$ cat config.mk
export PLATFORM = sky130hd
export DESIGN_NAME = fetch_unit
export DESIGN_NICKNAME = d
export VERILOG_FILES = /design/src/rtl/fetch_unit.sv
export SDC_FILE = /design/constraint.sdc
export NUM_CORES = 1
export LEC_CHECK = 0
export ABC_AREA = 1
export BUFFER_PORTS_ARGS = -buffer_cell sky130_fd_sc_hd__buf_2
export CAP_MARGIN = 10
export CORE_MARGIN = 8
export CORE_UTILIZATION = 25
export CTS_CLUSTER_DIAMETER = 60
export DETAILED_ROUTE_END_ITERATION = 8
export PLACE_DENSITY_LB_ADDON = 0.15
export SETUP_SLACK_MARGIN = 0.02
export SLEW_MARGIN = 20
export SYNTH_ARGS = -nofsm -noshare
export SYNTH_HDL_FRONTEND = slang
export SYNTH_SLANG_ARGS = --single-unit
$ cat constraint.sdc
create_clock -name clock -period 7.1 [get_ports clock]
set_input_delay 0.71 -clock clock [delete_from_list [all_inputs] [get_ports clock]]
set_output_delay 0.71 -clock clock [all_outputs]
set_load 0.1 [all_outputs]
$ cat src/rtl/fetch_unit.sv
// fetch_unit: instruction fetch stage owning the fetch PC, issuing in-order word reads and
// buffering returned words with their addresses for decode. Optional macro FETCH_STATS_EN adds stall_cycles.
module fetch_unit #(
  parameter int unsigned DEPTH    = 4,
  parameter logic [31:0] RESET_PC = 32'h0000_0000
) (
  input  logic        clock,
  input  logic        reset_n,
  input  logic [31:0] pc_in,
  input  logic        redirect,
  output logic        mem_req_valid,
  input  logic        mem_req_ready,
  output logic [31:0] mem_addr,
  input  logic        mem_rsp_valid,
  input  logic [31:0] mem_rsp_data,
  output logic        instr_valid,
  input  logic        instr_ready,
  output logic [31:0] instr_data,
  output logic [31:0] instr_pc,
`ifdef FETCH_STATS_EN
  output logic [31:0] stall_cycles,
`endif
  output logic [31:0] fetch_pc
);

  localparam int unsigned AW = (DEPTH > 1) ? $clog2(DEPTH) : 1;
  localparam int unsigned CW = AW + 1;
  localparam logic [CW:0] CREDITS = (CW+1)'(DEPTH);

  typedef enum logic [1:0] {IDLE, RUN, DRAIN} state_t;

  state_t        state_q, state_d;
  logic [31:0]   pc_q, pc_d;
  logic [31:0]   target_pc, rsp_pc;
  logic [CW-1:0] outst_q, outst_d;
  logic [CW-1:0] disc_q, disc_d;
  logic [CW-1:0] count_q, count_d;
  logic [AW-1:0] wr_ptr_q, rd_ptr_q;
  logic [31:0]   data_mem [DEPTH];
  logic [31:0]   pc_mem   [DEPTH];
  logic [31:0]   hold_data_q, hold_pc_q;
  logic          accept, push, pop, rsp_drop;

  assign target_pc   = pc_in & 32'hFFFF_FFFC;
  assign mem_addr    = pc_q;
  assign fetch_pc    = pc_q;
  assign instr_valid = (count_q != '0);
  assign instr_data  = instr_valid ? data_mem[rd_ptr_q] : hold_data_q;
  assign instr_pc    = instr_valid ? pc_mem[rd_ptr_q]   : hold_pc_q;

  // Requests are contiguous since the last redirect, so the oldest live request
  // sits outst_q words behind the fetch PC; this replaces an explicit address queue.
  assign rsp_pc = pc_q - (32'(outst_q) << 2);

  always_comb begin
    mem_req_valid = (state_q == RUN) && !redirect &&
                    (({1'b0, count_q} + {1'b0, outst_q}) < CREDITS);
    accept   = mem_req_valid && mem_req_ready;
    rsp_drop = redirect || (disc_q != '0);
    push     = mem_rsp_valid && !rsp_drop;
    pop      = instr_valid && instr_ready;
  end

  always_comb begin
    pc_d    = pc_q;
    outst_d = outst_q;
    disc_d  = disc_q;
    count_d = count_q + CW'(push) - CW'(pop);
    if (redirect) begin
      pc_d    = target_pc;
      outst_d = '0;
      // A response landing this cycle retires one in-flight read, stale or live.
      disc_d  = disc_q + outst_q - CW'(mem_rsp_valid);
      count_d = '0;
    end else begin
      if (accept) pc_d = pc_q + 32'd4;
      outst_d = outst_q + CW'(accept) - CW'(push);
      if (mem_rsp_valid && (disc_q != '0)) disc_d = disc_q - CW'(1);
    end
  end

  always_comb begin
    state_d = state_q;
    unique case (state_q)
      IDLE:    state_d = RUN;
      RUN:     if (redirect && (disc_d != '0)) state_d = DRAIN;
      DRAIN:   if (!redirect && (disc_q == '0)) state_d = RUN;
      default: state_d = IDLE;
    endcase
  end

  always_ff @(posedge clock or negedge reset_n) begin
    if (!reset_n) begin
      state_q     <= IDLE;
      pc_q        <= RESET_PC;
      outst_q     <= '0;
      disc_q      <= '0;
      count_q     <= '0;
      wr_ptr_q    <= '0;
      rd_ptr_q    <= '0;
      hold_data_q <= '0;
      hold_pc_q   <= '0;
    end else begin
      state_q <= state_d;
      pc_q    <= pc_d;
      outst_q <= outst_d;
      disc_q  <= disc_d;
      count_q <= count_d;
      if (redirect) begin
        wr_ptr_q <= '0;
        rd_ptr_q <= '0;
      end else begin
        wr_ptr_q <= wr_ptr_q + AW'(push);
        rd_ptr_q <= rd_ptr_q + AW'(pop);
      end
      if (instr_valid) begin
        hold_data_q <= instr_data;
        hold_pc_q   <= instr_pc;
      end
    end
  end

  always_ff @(posedge clock) begin
    if (push) begin
      data_mem[wr_ptr_q] <= mem_rsp_data;
      pc_mem[wr_ptr_q]   <= rsp_pc;
    end
  end

`ifdef FETCH_STATS_EN
  logic stall_inc;
  assign stall_inc = (state_q == DRAIN) ||
                     ((state_q == RUN) && mem_req_valid && !mem_req_ready);

  always_ff @(posedge clock or negedge reset_n) begin
    if (!reset_n) begin
      stall_cycles <= '0;
    end else if (stall_inc && (stall_cycles != '1)) begin
      stall_cycles <= stall_cycles + 32'd1;
    end
  end
`endif

endmodule

## After elaboration in Yosys (flattened, before gate mapping)

Memories as Yosys holds them, arrays and structs flattened.
Cells that the tools add are included.

| operators by class | value |
|---|---|
| add/sub/neg operators | 12 |
| $lt $le $gt $ge | 1 |
| equal/unequal tests | 4 |
| mux-type cells | 15 |
| reduce and logical (&&, ||, !) cells | 18 |

Operators by type and width:

| kind | number |
|---|---|
| 2-to-1 mux 32 bit | 4 |
| adder 32 x 3 -> 32 bit, second input constant | 1 |
| subtractor 32 x 5 -> 32 bit | 1 |
| 2-to-1 mux 3 bit | 4 |
| nonzero test 3 bit | 3 |
| subtractor 3 x 1 -> 3 bit | 3 |
| logical AND 1 bit | 8 |
| 2-to-1 mux 2 bit | 4 |
| adder 3 x 1 -> 3 bit | 2 |
| one-hot mux 2 bit (3 select lines) | 1 |
| adder 2 x 1 -> 2 bit | 2 |
| adder 3 x 3 -> 4 bit | 1 |
| less-than comparator 4 x 3 -> 1 bit, second input constant | 1 |
| adder 3 bit | 1 |
| zero test 3 bit | 1 |
| subtractor 3 x 1 -> 3 bit, second input constant | 1 |
| == test 2 x 1 -> 1 bit, second input constant | 1 |
| == test 2 bit, second input constant | 1 |
| zero test 1 bit | 2 |
| zero test 2 bit | 1 |
| 2-to-1 mux 1 bit | 2 |
| != test 2 x 1 -> 1 bit, second input constant | 1 |
| != test 2 bit, second input constant | 1 |
| AND reduction 2 bit | 1 |
| 2 further kinds | 2 |

| storage, ports and cells | value |
|---|---|
| register bits | 111 |
| memory bits (writable) | 256 |
| bits of input ports | 70 |
| output and inout bits | 130 |
| word-level logic and storage cells | 61 |
| memories kept | 2 |

Memories:

| name | words | width | read ports | clocked after Yosys merged registers in | write ports | line | source |
|---|---|---|---|---|---|---|---|
| data_mem | 4 | 32 | 1 | 0 | 1 | 39 | `logic [31:0] data_mem [DEPTH];` |
| pc_mem | 4 | 32 | 1 | 0 | 1 | 40 | `logic [31:0] pc_mem [DEPTH];` |

## Logic depth before layout (Yosys ltp)

Gate-level depths: netlist (run 1).

| depth | value |
|---|---|
| depth in word-level cells | 8 |
| depth in mapped cells | 15 |
| mapped depth without buffers | 15 |

## Worst setup path after synthesis (run 1)

No wires, ideal clock.

| timing | value |
|---|---|
| path kind | input to register |
| start | in redirect |
| end | mem data_mem[2][0] (enable) |
| library setup time | 558 ps |
| data arrival time | 5440 ps |
| required time | 6542 ps |
| setup slack | 1101 ps |
| stages | 5 |
| path buffers | 0 |
| cell sequence | nor3_1 -> inv_1 -> nor2_1 -> inv_1 -> nor3_1 |

| on the way | value |
|---|---|
| longest elaborated chain between the ends | 5 |

Ends and longest elaborated chain:

| element | line | source |
|---|---|---|
| start, declared | 10 | `input logic redirect,` |
| logical OR 1 bit | 59 | `rsp_drop = redirect \|\| (disc_q != '0);` |
| zero test 1 bit | 60 | `push = mem_rsp_valid && !rsp_drop;` |
| logical AND 1 bit | 60 |  |
| 2-to-1 mux 1 bit | 124 | `if (push) begin` |
| 2-to-1 mux 1 bit (implied by the code) | 125 | `data_mem[wr_ptr_q] <= mem_rsp_data;` |
| end, declared | 39 |  |

Every way passes these cells.

## Worst setup path in the final report (run 1)

| timing | value |
|---|---|
| start | reg rd_ptr_q[0] |
| end | out instr_pc[20] |

| on the way | value |
|---|---|
| longest elaborated chain between the ends | 2 |

Ends and longest elaborated chain:

| element | line | source |
|---|---|---|
| start, declared | 38 | `logic [AW-1:0] wr_ptr_q, rd_ptr_q;` |
| start signal, assigned | 114 | `rd_ptr_q <= rd_ptr_q + AW'(pop);` |
| memory (4 x 32 bit) | - |  |
| 2-to-1 mux 32 bit | 49 | `assign instr_pc = instr_valid ? pc_mem[rd_ptr_q] : hold_pc_q;` |
| end, declared | 19 | `output logic [31:0] instr_pc,` |

Every way passes these cells.

==> reports/metrics.csv, run 1 <==
stage,metric,value,unit
critical_path,Setup Crit Path Kind,register to output port,
sta,Setup Viol. Count Final,0,
grt,met3 usage,0.0253,
sta,final hold violation count,0,
cts,CTS sink count,357,
floorplan,Rows,94,
cts,setup bufs post-CTS,0,
cts,post_cts resized,0,
sta,fin. max-slew vios,0,
finish,share of cells above drive strength 1,0.179,
cts,root buffer cell,clkbuf_16,
yosys,Synth Instances,1643,
cts,cts hold-fix bufs,0,
finish,synthesis-to-finish area growth,18.2,%
grt,number of antenna violations at the first check in global routing,0,
run_status,status,"finished, final reports clean",
grt,met1 Use GR,0.158,
yosys,Yosys reg bits,357,
sta,crit share post-route,0.627,
drt,DR vias,11700,
drt,DR WL/cell,17.3,um
yosys,sequential area share after synthesis,0.621,
drt,Post-route DRC,0,
run,max_cap viols,0,
finish,Final Util,0.296,
yosys,post-synth cell types,37,
sta,PnR worst setup slack,2.65,ns
sta,fin crit period,4.45,ns
place,pre-CTS WS,3.07,ns
critical_path,data arrival time of the critical path,3.74,ns
floorplan,die height,272,um
cts,Clock Latency Late Sink,0.56,ns
cts,CTS Buf Count,45,
floorplan,core area,65400,um^2
drt,Iter 0 DRT Violations,666,
yosys,post-synthesis instance area,16400,um^2
grt,remaining global-route overflow,0,
floorplan,Die X,272,um
cts,Clock transition at path regs,0.06,ns
worst_hold_path,worst min path class,input port to asynchronous set/reset pin,
sta,fmax,225,MHz
place,DP HPWL,28.8,mm
grt,GR Util All Layers,0.123,
critical_path,Worst Setup End Kind,output port,
cts,CTS tree,built,
cts,maximum clock insertion buffer count,3,
drt,Detailed Routing Iterations Pass 1,6,
critical_path,CP max FO,80,
sta,WHS,0.172,ns
sta,Layout Skew,0.0174,ns
critical_path,startpoint types,register,
cts,H-Tree Depth,2,
floorplan,initial core utilization,0.251,
grt,first-pass GRT wire length,71.1,mm
drt,DRT antenna net count,0,
sta,Slew headroom,0.308,
yosys,Syn. warnings,0,
sta,Slew @ Worst Pin,1.04,ns
critical_path,Worst EP required,6.39,ns
drt,Post-Route WL,46.6,mm
grt,M2 GR Usage,0.209,
yosys,mean post-synth cell area,9.98,um^2
sta,RSZ-0062 raised after global routing,no,
grt,largest net degree at the start of global routing,87,
finish,n_diodes,0,
floorplan,Die ar.,74000,um^2
place,PortBufs,193,
drt,routed vias/inst,4.37,
floorplan,I/O pins,200,
grt,vias in the first global route,11800,
place,GP Congestion,0.877,
finish,nets,1875,
grt,most used routing layer,met2,
sta,Setup TNS,0,ns
cell usage in the layout (no fill, tap or decap), types with 5 or more instances in the layout:
cell	synthesis	final
a31oi_1	124	124
a21oi_1	6	6
xnor2_1	6	6
nand4_1	5	5
o21ai_0	133	133
inv_1	81	80
clkbuf_1	26	6
nand3b_1	5	5
buf_4	35	16
nand2_2	8	8
nor2_2	10	10
nor2_4	8	8
edfxtp_1	248	248
nor3_1	10	6
clkbuf_8	0	7
ha_1	17	17
dfrtp_1	109	107
clkinv_2	1	10
nor2_1	398	398
nand3_1	62	62
buf_2	36	192
xor2_1	29	29
clkbuf_16	0	47
nand2_1	245	245
clkinv_1	1	5
nor3_2	1	5
Yosys cell counts:
library cell  instances  area (um^2)
clkbuf_2              7         35.0
nand3b_1              5         37.5
nor2_4                8         90.1
inv_2                 4         15.0
o21ai_0             133          666
and3_1                1         6.26
buf_1                 8         30.0
clkbuf_1             26         97.6
nand2_2               8         50.1
o21bai_1              2         15.0
inv_1                81          304
nor2_2               10         62.6
ha_1                 17          213
clkinv_1              1         3.75
a21oi_1               6         30.0
buf_6                 5         56.3
nand3_4               1         17.5
nand2_4               1         11.3
buf_4                35          263
fa_1                  4         80.1
xor2_1               29          254
nand3_1              62          310
buf_8                 1         15.0
edfxtp_1            248         7450
xnor2_1               6         52.6
nand2_1             245          920
o21ai_1               2         10.0
nand4_1               5         31.3
buf_2                36          180
nand3_2               2         20.0
dfrtp_1             109         2730
nor2_1              398         1490
conb_1                1         3.75
nor3_1               10         50.1
clkinv_2              1         5.00
a31oi_1             124          776
nor3_2                1         10.0
critical path: stages, from the launching register on:
cell and delay, ns:
dfrtp_4 0.68, clkinv_2 0.53, buf_4 0.76, o21ai_0 0.26, a31oi_1 0.39, buf_2 0.50
final timing paths:
kind	from	endpoint	slack, ns	depth (start not counted)
worst min register to register	hold_pc_q[1]$_DFFE_PN0N_	hold_pc_q[1]$_DFFE_PN0N_	0.50	2
max in group asynchronous	reset_n	rd_ptr_q[0]$_DFF_PN0_	5.55	2
worst max register to register	disc_q[0]$_DFF_PN0_	pc_mem[0][29]$_DFFE_PP_	4.11	10
worst min-delay path	reset_n	fetch_pc[25]$_DFFE_PN0N_	0.17	1
worst max-delay path	rd_ptr_q[0]$_DFF_PN0_	instr_pc[20]	2.65	5
min in group clock	mem_rsp_data[5]	data_mem[1][5]$_DFFE_PP_	0.36	1
per-stage QoR:
stage / cells / cell area [um^2]
5_1_grt: 2684 / 19400
3_5_place_dp: 2601 / 17900
6_report: 2684 / 19400
2_1_floorplan: 1646 / 16400
4_1_cts: 2684 / 19400
3_3_place_gp: 2601 / 17900
logic make-up after synthesis:
group           synth area share
simple gates               0.190
flops                      0.621
compound gates            0.0913
buf+inv                   0.0613
xor+xnor                  0.0187
fa+ha+maj                 0.0179
other cells             0.000229
layer usage:
layer	vias to the layer above	routed length, um
li1	5835	-
met1	5545	21100
met2	277	22300
met3	62	2150
met4	0	985
met5	-	0
final cells by class:
| class | instances | area, um^2 |
|---|---|---|
| clock buffers | 60 | 1290 |
| clock inverters | 23 | 150 |
| fillers | 6806 | 46000 |
| inverters | 87 | 334 |
| multi-input cells | 1084 | 5240 |
| flip-flops and latches | 357 | 10200 |
| well taps | 864 | 1080 |
| repair buffers | 209 | 1090 |
state kept, by name, indices dropped and copies added (netlist names):
name / cells
data_mem: 128
pc_mem: 120
hold_data_q: 32
hold_pc_q: 32
fetch_pc: 30
count_q: 3
disc_q: 3
outst_q: 3
rd_ptr_q: 2
state_q: 2
wr_ptr_q: 2
Power of run 1 is left out: the tool's default activity adds up to more than one toggle a clock period on the data nets, which glitch-free logic cannot reach.
==> inputs of run 2 (changes only) <==
==> constraint.sdc (replaced) <==
create_clock -name clock -period 4.55 [get_ports clock]
set_input_delay 0.455 -clock clock [delete_from_list [all_inputs] [get_ports clock]]
set_output_delay 0.455 -clock clock [all_outputs]
set_load 0.1 [all_outputs]
==> run 2 against run 1 <==
Net effect: design area rose by 0.91%; critical path type unchanged; first-iteration DRC count rose by 6.8%; clock skew barely moved; worst setup slack got worse by 1.6 ns; final cell count rose by 0.15%; routed wire length fell by 0.30%; critical path depth did not move; non-clock buffer count rose by 3; global-route usage barely moved; sequential share of layout area fell by 0.47 points; largest cell class unchanged.
==> reports/metrics.csv, run 2 (synthesis results as in run 1) <==
stage,metric,value,unit,change
cts,H-Tree Depth,2,,unchanged
finish,most frequent cells in the layout,"nor2_1 (398), edfxtp_1 (248), nand2_1 (245)",,
finish,Largest regs,"data_mem: 128 flops, pc_mem: 120 flops",,
critical_path,Worst Setup End Kind,output port,,
cts,Clock transition at path regs,0.06,ns,about the same
sta,WHS,0.106,ns,-0.0667 ns
drt,DR WL/cell,17.3,um,-0.45%
worst_hold_path,Hold Crit Depth,1,,
finish,Largest Register,data_mem,,
sta,crit share post-route,0.762,,
floorplan,Die ar.,74000,um^2,unchanged
finish,multi-input combinational cell area,5240,um^2,unchanged
grt,number of antenna violations at the first check in global routing,0,,unchanged
sta,Slew headroom,0.449,,+0.141
drt,DRT antenna net count,0,,unchanged
finish,Fillers,6857,,+0.75%
finish,nets,1878,,+0.16%
sta,Slew @ Worst Pin,0.826,ns,-0.213 ns
run_status,status,"finished, final reports clean",,
drt,Iter 0 DRT Violations,711,,+6.8%
floorplan,core area,65400,um^2,unchanged
critical_path,CP cell instances,nor3_1 -> inv_6 -> buf_12 -> a31oi_1 -> buf_2,,
drt,routed vias/inst,4.41,,+0.92%
grt,vias in the first global route,12100,,+2.6%
drt,Post-route DRC,0,,unchanged
grt,first-pass GRT wire length,71.2,mm,+0.13%
finish,Reg area,10200,um^2,unchanged
sta,fin crit period,3.47,ns,
critical_path,r2r setup slk,1.87,ns,-2.24 ns
place,Placed Cells,2603,,+0.077%
cts,setup bufs post-CTS,0,,unchanged
place,DP HPWL,29.0,mm,+0.84%
cts,Clock Latency Late Sink,0.56,ns,about the same
cts,CTS Buf Count,45,,unchanged
critical_path,Setup Crit Path Kind,register to output port,,
worst_hold_path,worst min path class,input port to register,,
sta,fmax,288,MHz,
floorplan,initial core utilization,0.251,,unchanged
cts,maximum clock insertion buffer count,3,,unchanged
critical_path,data arrival time of the critical path,3.01,ns,-0.73 ns
place,PortBufs,193,,unchanged
finish,Layout Cells excl Fill,2688,,+0.15%
grt,remaining global-route overflow,0,,unchanged
critical_path,worst reg-to-reg path cell count,14,,+4
sta,Setup Viol. Count Final,0,,unchanged
critical_path,Critical Path Max Stage Delay,0.50,ns,-0.26 ns
finish,"commonest non-fill, non-tap cell in the layout",nor2_1,,
finish,synthesis-to-finish area growth,19.3,%,
drt,Post-Route WL,46.4,mm,-0.30%
finish,max FFs per register,128,,unchanged
finish,n_diodes,0,,unchanged
cts,post_cts resized,0,,unchanged
grt,GR Util All Layers,0.123,,+0.000276
finish,share of cells above drive strength 1,0.178,,-0.000392
critical_path,worst flop-to-flop path endpoint,count_q[2]$_DFF_PN0_,,
critical_path,CP max FO,91,,+14%
floorplan,die height,272,um,unchanged
place,pre-CTS WS,1.65,ns,-1.42 ns
critical_path,startpoint types,register,,
critical_path,FF-to-FF Start,disc_q[0]$_DFF_PN0_,,
drt,Detailed Routing Iterations Pass 1,6,,unchanged
run,max_cap viols,0,,unchanged
cts,CTS sink count,357,,unchanged
sta,final hold violation count,0,,unchanged
drt,DR vias,11800,,+1.1%
cts,root buffer cell,clkbuf_16,,
cts,cts hold-fix bufs,1,,+1
sta,RSZ-0062 raised after global routing,no,,
cts,CTS tree,built,,
worst_hold_path,HP Start,mem_rsp_data[10],,
critical_path,Slowest cell on crit path,nor3_1,,
sta,Layout Skew,0.0172,ns,-0.000260 ns
sta,fin. max-slew vios,0,,unchanged
floorplan,Die X,272,um,unchanged
grt,largest net degree at the start of global routing,118,,+36%
place,GP Congestion,0.852,,-2.8%
critical_path,Worst EP required,4.09,ns,-2.30 ns
worst_hold_path,Hold Path Sink,data_mem[0][10]$_DFFE_PP_,,
floorplan,Rows,94,,unchanged
floorplan,I/O pins,200,,unchanged
sta,PnR worst setup slack,1.08,ns,-1.57 ns
==> run 2: cell types whose count changed in the layout (fill, tap and decap cells not counted), sizes merged <==
cell,delta
dlygate4sd3,+1
buf,+2
inv,-1
bufinv,+5
clkinv,-5
clkbuf,+1
clkinvlp,+1
==> run 2: through the flow <==
stage	TNS [ns]	cell area, um^2	util
after floorplan	-336.65	16400	-
after global placement	0	18000	0.276
after detailed placement	0	18000	0.276
after CTS	0	19600	0.299
after global routing	0	19600	0.299
final	0	19600	0.299
==> run 2: area by class of cell <==
| type | instances | area share |
|---|---|---|
| sequential | 357 | 0.521 |
| multi-input combinational | 1084 | 0.268 |
| clock buffer | 61 | 0.0644 |
| timing repair buffer | 212 | 0.0610 |
| tap | 864 | 0.0553 |
| inverter | 87 | 0.0171 |
| clock inverter | 23 | 0.0134 |
==> run 2: critical path: cells and delay by family (launching register included) <==
| family | cells | cell delay [ns] |
|---|---|---|
| flops | 1 | 0.44 |
| buf+inv | 3 | 1.16 |
| simple gates | 1 | 0.50 |
| compound gates | 1 | 0.29 |
==> run 2: how the worst max path moves through the flow <==
| stage | cells after the start | endpoint | startpoint | slack (ns) |
|---|---|---|---|---|
| 3_5_place_dp | 5 | instr_pc[2] | count_q[1]$_DFF_PN0_ | 1.65 |
| 3_3_place_gp | 5 | instr_pc[27] | count_q[1]$_DFF_PN0_ | 1.66 |
| 2_1_floorplan | 8 | data_mem[2][0]$_DFFE_PP_ | disc_q[0]$_DFF_PN0_ | -1.36 |
| 5_1_grt | 5 | instr_pc[2] | count_q[1]$_DFF_PN0_ | 0.87 |
| 4_1_cts | 5 | instr_pc[2] | count_q[1]$_DFF_PN0_ | 1.01 |
| 6_report | 5 | instr_data[14] | count_q[1]$_DFF_PN0_ | 1.08 |
==> run 2: per-layer routing <==
metal / global-route usage / up-vias / routed length (um)
met2: 0.205 / 282 / 21600
met5: 0 / - / 0
met4: 0.0338 / 0 / 1180
met1: 0.161 / 5649 / 21600
met3: 0.0269 / 75 / 2070
li1: - / 5839 / -
Power of run 2 is left out for the same reason.
